===== src/rtl/risc_v_mike_mmio_uart_bridge.sv =====
// rtl/risc_v_mike_mmio_uart_bridge.sv - memory-mapped multi-channel UART bridge with TX/RX FIFOs
module risc_v_mike_mmio_uart_bridge #(
    parameter int          NUM_CH     = 2,
    parameter int          DATA_W     = 8,
    parameter int          FIFO_DEPTH = 8,
    parameter logic [31:0] BASE_ADDR  = 32'h0000_0100
) (
    input  logic                       clk,
    input  logic                       rst,
    input  logic [31:0]                bus_addr,
    input  logic                       bus_write,
    input  logic                       bus_read,
    input  logic [31:0]                bus_wr_data,
    output logic [31:0]                bus_rd_data,
    output logic                       bus_sel,
    output logic [NUM_CH*DATA_W-1:0]   uart_tx_data,
    output logic [NUM_CH-1:0]          uart_tx_send,
    input  logic [NUM_CH-1:0]          uart_tx_flag,
    output logic [NUM_CH-1:0]          uart_tx_flag_clr,
    input  logic [NUM_CH*DATA_W-1:0]   uart_rx_data,
    input  logic [NUM_CH-1:0]          uart_rx_flag,
    output logic [NUM_CH-1:0]          uart_rx_flag_clr,
    output logic [NUM_CH-1:0]          irq
);
    localparam int AW = $clog2(FIFO_DEPTH);
    localparam int CW = AW + 1;
    localparam logic [32:0] END_ADDR = {1'b0, BASE_ADDR} + 33'(16 * NUM_CH);

    typedef enum logic [1:0] {TX_IDLE, TX_LOAD, TX_WAIT, TX_CLR} tx_state_t;
    typedef enum logic [1:0] {RX_IDLE, RX_CAPTURE, RX_DRAIN} rx_state_t;

    logic [2:0]  ch;
    logic [1:0]  offset;
    logic [31:0] ch_rd [NUM_CH];
    logic        unused_bits;

    // BASE_ADDR is 16-byte aligned, so the channel index is a 3-bit difference of bits [6:4]
    assign ch          = bus_addr[6:4] - BASE_ADDR[6:4];
    assign offset      = bus_addr[3:2];
    assign bus_sel     = (bus_addr >= BASE_ADDR) && ({1'b0, bus_addr} < END_ADDR);
    assign unused_bits = &{1'b0, bus_addr[1:0], bus_wr_data};

    // load data mux: selected channel register, 0 outside the window
    always_comb begin
        bus_rd_data = 32'd0;
        if (bus_sel) begin
            for (int k = 0; k < NUM_CH; k++) begin
                if (ch == k[2:0]) bus_rd_data = ch_rd[k];
            end
        end
    end

    for (genvar i = 0; i < NUM_CH; i++) begin : g_ch
        logic              sel_ch, wr_tx, wr_status, wr_ctrl, rd_rx;
        logic [3:0]        ctrl;
        logic              tx_ovf, rx_ovf;
        logic [DATA_W-1:0] tx_mem [FIFO_DEPTH];
        logic [DATA_W-1:0] rx_mem [FIFO_DEPTH];
        logic [AW-1:0]     tx_wp, tx_rp, rx_wp, rx_rp;
        logic [CW-1:0]     tx_count, rx_count;
        logic              tx_full, tx_empty, rx_full, rx_empty;
        logic              tx_pop, tx_do_push, tx_drop;
        logic              rx_push, rx_pop, rx_do_push, rx_drop;
        logic [DATA_W-1:0] rx_in;
        tx_state_t         tx_state;
        rx_state_t         rx_state;
        logic [DATA_W-1:0] tx_data_q;
        logic              tx_send_q, tx_clr_q, rx_clr_q;
        logic [31:0]       status, rx_word;

        assign sel_ch    = bus_sel && (ch == 3'(i));
        assign wr_tx     = sel_ch && bus_write && (offset == 2'd0);
        assign rd_rx     = sel_ch && bus_read  && (offset == 2'd1);
        assign wr_status = sel_ch && bus_write && (offset == 2'd2);
        assign wr_ctrl   = sel_ch && bus_write && (offset == 2'd3);

        assign tx_full  = (tx_count == CW'(FIFO_DEPTH));
        assign tx_empty = (tx_count == '0);
        assign rx_full  = (rx_count == CW'(FIFO_DEPTH));
        assign rx_empty = (rx_count == '0);
        assign rx_in    = uart_rx_data[i*DATA_W +: DATA_W];

        // a pop in the same cycle frees a slot, so a push to a full FIFO then succeeds
        assign tx_pop     = (tx_state == TX_IDLE) && ctrl[0] && !tx_empty;
        assign tx_do_push = wr_tx && (!tx_full || tx_pop);
        assign tx_drop    = wr_tx && tx_full && !tx_pop;
        assign rx_push    = (rx_state == RX_IDLE) && uart_rx_flag[i] && ctrl[1];
        assign rx_pop     = rd_rx && !rx_empty;
        assign rx_do_push = rx_push && (!rx_full || rx_pop);
        assign rx_drop    = rx_push && rx_full && !rx_pop;

        // FIFO storage, contents need no reset
        always_ff @(posedge clk) begin
            if (tx_do_push) tx_mem[tx_wp] <= bus_wr_data[DATA_W-1:0];
            if (rx_do_push) rx_mem[rx_wp] <= rx_in;
        end

        // FIFO pointers and occupancy counts
        always_ff @(posedge clk) begin
            if (rst) begin
                tx_wp <= '0; tx_rp <= '0; tx_count <= '0;
                rx_wp <= '0; rx_rp <= '0; rx_count <= '0;
            end else begin
                if (tx_do_push) tx_wp <= tx_wp + AW'(1);
                if (tx_pop)     tx_rp <= tx_rp + AW'(1);
                if (tx_do_push && !tx_pop)      tx_count <= tx_count + CW'(1);
                else if (!tx_do_push && tx_pop) tx_count <= tx_count - CW'(1);
                if (rx_do_push) rx_wp <= rx_wp + AW'(1);
                if (rx_pop)     rx_rp <= rx_rp + AW'(1);
                if (rx_do_push && !rx_pop)      rx_count <= rx_count + CW'(1);
                else if (!rx_do_push && rx_pop) rx_count <= rx_count - CW'(1);
            end
        end

        // control register and sticky overflow bits; a new overflow beats a clear
        always_ff @(posedge clk) begin
            if (rst) begin
                ctrl   <= 4'd0;
                tx_ovf <= 1'b0;
                rx_ovf <= 1'b0;
            end else begin
                if (wr_ctrl) ctrl <= bus_wr_data[3:0];
                if (tx_drop) tx_ovf <= 1'b1;
                else if (wr_status && bus_wr_data[4]) tx_ovf <= 1'b0;
                if (rx_drop) rx_ovf <= 1'b1;
                else if (wr_status && bus_wr_data[5]) rx_ovf <= 1'b0;
            end
        end

        // TX handshake: load/send, wait for done flag, clear it
        always_ff @(posedge clk) begin
            if (rst) begin
                tx_state  <= TX_IDLE;
                tx_data_q <= '0;
                tx_send_q <= 1'b0;
                tx_clr_q  <= 1'b0;
            end else begin
                tx_send_q <= 1'b0;
                tx_clr_q  <= 1'b0;
                case (tx_state)
                    TX_IDLE: if (tx_pop) begin
                        tx_data_q <= tx_mem[tx_rp];
                        tx_send_q <= 1'b1;
                        tx_state  <= TX_LOAD;
                    end
                    TX_LOAD: tx_state <= TX_WAIT;
                    TX_WAIT: if (uart_tx_flag[i]) begin
                        tx_clr_q <= 1'b1;
                        tx_state <= TX_CLR;
                    end
                    default: tx_state <= TX_IDLE;
                endcase
            end
        end

        // RX handshake: one push per flag assertion, then wait for the flag to fall
        always_ff @(posedge clk) begin
            if (rst) begin
                rx_state <= RX_IDLE;
                rx_clr_q <= 1'b0;
            end else begin
                rx_clr_q <= 1'b0;
                case (rx_state)
                    RX_IDLE: if (rx_push) begin
                        rx_clr_q <= 1'b1;
                        rx_state <= RX_CAPTURE;
                    end
                    RX_CAPTURE: rx_state <= RX_DRAIN;
                    RX_DRAIN: if (!uart_rx_flag[i]) rx_state <= RX_IDLE;
                    default: rx_state <= RX_IDLE;
                endcase
            end
        end

        assign status  = {8'd0, 8'(rx_count), 8'(tx_count), 2'b00,
                          rx_ovf, tx_ovf, rx_empty, rx_full, tx_empty, tx_full};
        assign rx_word = rx_empty ? 32'd0 : 32'(rx_mem[rx_rp]);
        assign ch_rd[i] = (offset == 2'd1) ? rx_word :
                          (offset == 2'd2) ? status :
                          (offset == 2'd3) ? {28'd0, ctrl} : 32'd0;

        assign uart_tx_data[i*DATA_W +: DATA_W] = tx_data_q;
        assign uart_tx_send[i]     = tx_send_q;
        assign uart_tx_flag_clr[i] = tx_clr_q;
        assign uart_rx_flag_clr[i] = rx_clr_q;
        assign irq[i] = (ctrl[2] && !rx_empty) || (ctrl[3] && tx_empty && (tx_state == TX_IDLE));
    end

endmodule


===== config.mk =====
export PLATFORM = sky130hd
export DESIGN_NAME = risc_v_mike_mmio_uart_bridge
export DESIGN_NICKNAME = d
export VERILOG_FILES = /design/src/rtl/risc_v_mike_mmio_uart_bridge.sv
export SDC_FILE = /design/constraint.sdc
export NUM_CORES = 1
export LEC_CHECK = 0
export CORE_ASPECT_RATIO = 1.5
export CORE_UTILIZATION = 46
export DETAILED_ROUTE_END_ITERATION = 8
export DONT_BUFFER_PORTS = 1
export PLACE_DENSITY_LB_ADDON = 0.05
export SLEW_MARGIN = 40
export SYNTH_ARGS = -nofsm -noshare
export SYNTH_HDL_FRONTEND = slang
export SYNTH_SLANG_ARGS = --single-unit

===== constraint.sdc =====
create_clock -name clk -period 4.4 [get_ports clk]
set_input_delay 1.1 -clock clk [delete_from_list [all_inputs] [get_ports clk]]
set_output_delay 1.1 -clock clk [all_outputs]
set_load 0.02 [all_outputs]

==> flow_metrics.tcl <==
set metrics [dict create \
    ys_dominant_reg_cell "sky130_fd_sc_hd__edfxtp_1" \
    synth_seq_cells 344 \
    cts_num_sinks 344 \
    synthesis.yosys.warnings 0 \
    finalWorstPathRequiredPeriod_ns 4.28 \
    cellLeakagePower_nw 5.16 \
    io_buffer_count 0 \
    routabilityCongestion 0.774 \
    worstHoldPathType "flop to flop" \
    switching_power_mw 1.22 \
    fmaxAchievable_mhz 233 \
    share_comb_of_total_power_pct 1.0 \
    nNetsFinal 1075 \
    postCtsHoldBufs 0 \
    place.detailed.instances 1326 \
    post-route-period-util_pct 97.3 \
    place.detailed.hpwl_mm 21.5 \
    timing.max_slew.rel_slack_pct 45.2 \
    intPower_mw 5.16 \
    syn-cell-area_sq_um 14600 \
    maxCapViolCount 0 \
    tightest_slew_ns 0.821 \
    groute.usage.overall_pct 20.0 \
    maxSlewViolCount 0 \
    detail_route.wl_per_cell_microns 22.4 \
    wirelength_mm 31.1 \
    number_of_distinct_standard_cells_referenced_by_the_synthesized_netlist 68 \
    power.share.clock_pct 44.4 \
    die-width_microns 147 \
    syn_avg_cell_area_sq_um 15.5 \
    area_delta_synth_final_pct 10.9 \
    pin_count 145 \
    grt_start_max_net_pins 94 \
    switching_fraction_pct 19.1 \
    ant_nets 0 \
    inserted_clock_buffers 35 \
    syn-instance-count 939 \
    p_per_area_nw_per_um2 395 \
    cts_max_path_buffers 3 \
    timing.setup.tns_ns 0 \
    worst-endpoint-arrival_ns 3.18 \
    cts_resized 0 \
    outcome "finished clean" \
    required_ns 3.30 \
    synth_enable_flop_cells 256 \
    starting_utilization_of_the_core_area_pct 46.9 \
    ir_drop_mv 0.318 \
    die_area_sq_um 32400 \
    vertical_die_dimension_microns 220 \
    antenna_found_initial 1 \
    ys_seq_area_share_pct 64.9 \
    routed-via-count 7906 \
    seq_power_share_pct 54.6 \
    ctsRootBufferMaster "sky130_fd_sc_hd__clkbuf_16" \
    post_drt_via_cell_ratio 5.69 \
    clock_tree.htree_level_count 2 \
    first_pass_grt_wire_length_mm 48.4 \
    timing.critical_path.from_type "input port" \
    worstSetupEndpointType "output pin" \
    setup.worst_path.class "input port to output pin" \
    layout.cells.non_filler 1389 \
    fillerInstances 2624 \
    hold_viol_final 0 \
    postCtsSetupRepairBufs 0 \
    grt_overflow 0 \
    tritoncts "done" \
    post_route_cells_drive_above_1_share_pct 20.7 \
    drc 0 \
    grt_pass1_vias 8372 \
    floorplan_row_count 79 \
    unrepaired_setup_endpoints_after_global_routing "false" \
    finalSetupViolCount 0 \
    timing.clock.skew_ns 0.0163 \
    core_area_sq_um 31000 \
    ys_async_sr_fraction_pct 0 \
    worstSkewPairLatency_ns 0.52 \
    number_of_drc_markers_in_iteration_0 541 \
    detailedRoute.firstPassIterationCount 5 \
    cp_max_fo 5 \
    clk_transition_reported_paths_ns 0.06 \
]
==> cell usage after synthesis, drive strengths merged (3+ instances only) <==
cell | instances | share of area [%]
mux2 | 13 | 1.0
o21ai | 18 | 0.70
dfxtp | 88 | 12
o221a | 8 | 0.62
a21o | 8 | 0.41
or3 | 6 | 0.27
xnor2 | 14 | 0.84
nor2 | 93 | 2.4
buf | 44 | 1.8
nand4 | 5 | 0.21
nor4b | 5 | 0.34
mux4 | 64 | 9.9
nand2 | 35 | 0.90
fa | 4 | 0.55
ha | 25 | 2.1
and3 | 7 | 0.31
or4 | 5 | 0.28
inv | 17 | 0.44
a21oi | 24 | 0.83
nand3b | 3 | 0.15
nor3 | 17 | 0.72
a211oi | 18 | 0.93
a221oi | 6 | 0.36
edfxtp | 256 | 53
o22ai | 3 | 0.13
nand3 | 6 | 0.33
nand2b | 15 | 0.64
clkbuf | 22 | 0.57
xor2 | 6 | 0.36
o2111ai | 5 | 0.30
mux2i | 46 | 3.2
and4b | 3 | 0.21
nor4 | 15 | 1.3
nor2b | 11 | 0.47
==> registers in the layout, indices dropped and copies added, names as in the netlist, named ones only <==
register        cells
g_ch.rx_mem       128
g_ch.rx_wp          6
g_ch.tx_ovf         2
g_ch.tx_count       8
g_ch.tx_state       4
g_ch.tx_send_q      2
g_ch.rx_ovf         2
g_ch.ctrl           8
g_ch.rx_clr_q       2
g_ch.tx_clr_q       2
g_ch.rx_rp          6
g_ch.tx_mem       128
g_ch.rx_count       8
g_ch.tx_wp          6
g_ch.rx_state       4
g_ch.tx_data_q     16
g_ch.tx_rp          6
==> stage by stage <==
stage	power (mW)	hold WS [ns]	area (sq um)	worst slack, ns	util [%]
finish	6.38	0.482	16100	0.117	52.0
global route	6.57	0.503	16100	0.00407	52.0
CTS	6.44	0.478	16100	0.151	51.9
detailed placement	3.61	0.467	15000	0.155	48.4
global placement	3.61	0.466	15000	0.188	48.4
floorplan	3.63	0.444	14600	0.575	-
==> layer usage <==
layer  GRT usage, %  vias up  wire length [microns]
met4           8.01        0                    967
met3           4.10       50                   1510
li1               -     3635                      -
met5              0        -                      0
met2           36.0      203                  16400
met1           23.3     4018                  12300
==> cell type report <==
cell class | count | area [sq um] | area share (%)
clock inverters | 14 | 118 | 0.729
multi-input cells | 527 | 4770 | 29.6
well taps | 405 | 507 | 3.14
flip-flops and latches | 344 | 9450 | 58.6
diodes | 1 | 2.50 | 0.0155
inverters | 17 | 63.8 | 0.396
clock buffers | 48 | 967 | 6.00
repair buffers | 33 | 248 | 1.54
==> kinds of logic (layout without fill, tap and decap cells) <==
logic type	Yosys count	in the layout	share of synthesized area [%]
buf+inv	83	112	2.84
xor+xnor	20	20	1.20
mux	123	123	14.1
compound gates	100	100	4.88
other cells	1	17	0.0258
simple gates	239	239	9.34
fa+ha+maj	29	29	2.70
flops	344	344	64.9
==> final timing paths <==
check | start | endpoint | slack, ns | depth (start not counted)
worst max register to register | g_ch[1].tx_count[1] | g_ch[1].tx_count[3] | 1.18 | 11
worst min register to register | g_ch[1].tx_ovf | g_ch[1].tx_ovf | 0.48 | 2
worst min-delay path | g_ch[1].tx_ovf | g_ch[1].tx_ovf | 0.48 | 2
worst max-delay path | bus_addr[21] | bus_rd_data[0] | 0.12 | 6
==> layout by cell type, fill, tap and decap left out, drive strengths merged, types with 24 or more instances in the layout <==
cell type    n
edfxtp     256
nor2        93
dfxtp       88
mux4        64
clkbuf      48
mux2i       46
nand2       35
buf         33
ha          25
a21oi       24
==> power groups by stage <==
stage / logic (mW) / clock network, mW / registers [mW]
after floorplan: 0.0744 / 0 / 3.55
after global placement: 0.0572 / 0 / 3.55
after detailed placement: 0.0612 / 0 / 3.55
after CTS: 0.0613 / 2.90 / 3.48
after global routing: 0.0670 / 3.02 / 3.48
final: 0.0610 / 2.83 / 3.48
==> critical path: stages <==
cell                        delay [ns]
sky130_fd_sc_hd__nor4_2           0.30
sky130_fd_sc_hd__nand4_1          0.35
sky130_fd_sc_hd__nor3_1           0.57
sky130_fd_sc_hd__o2111ai_1        0.25
sky130_fd_sc_hd__a21oi_1          0.39
sky130_fd_sc_hd__buf_4            0.22
Note: power is estimated with default switching activity, not from simulation.
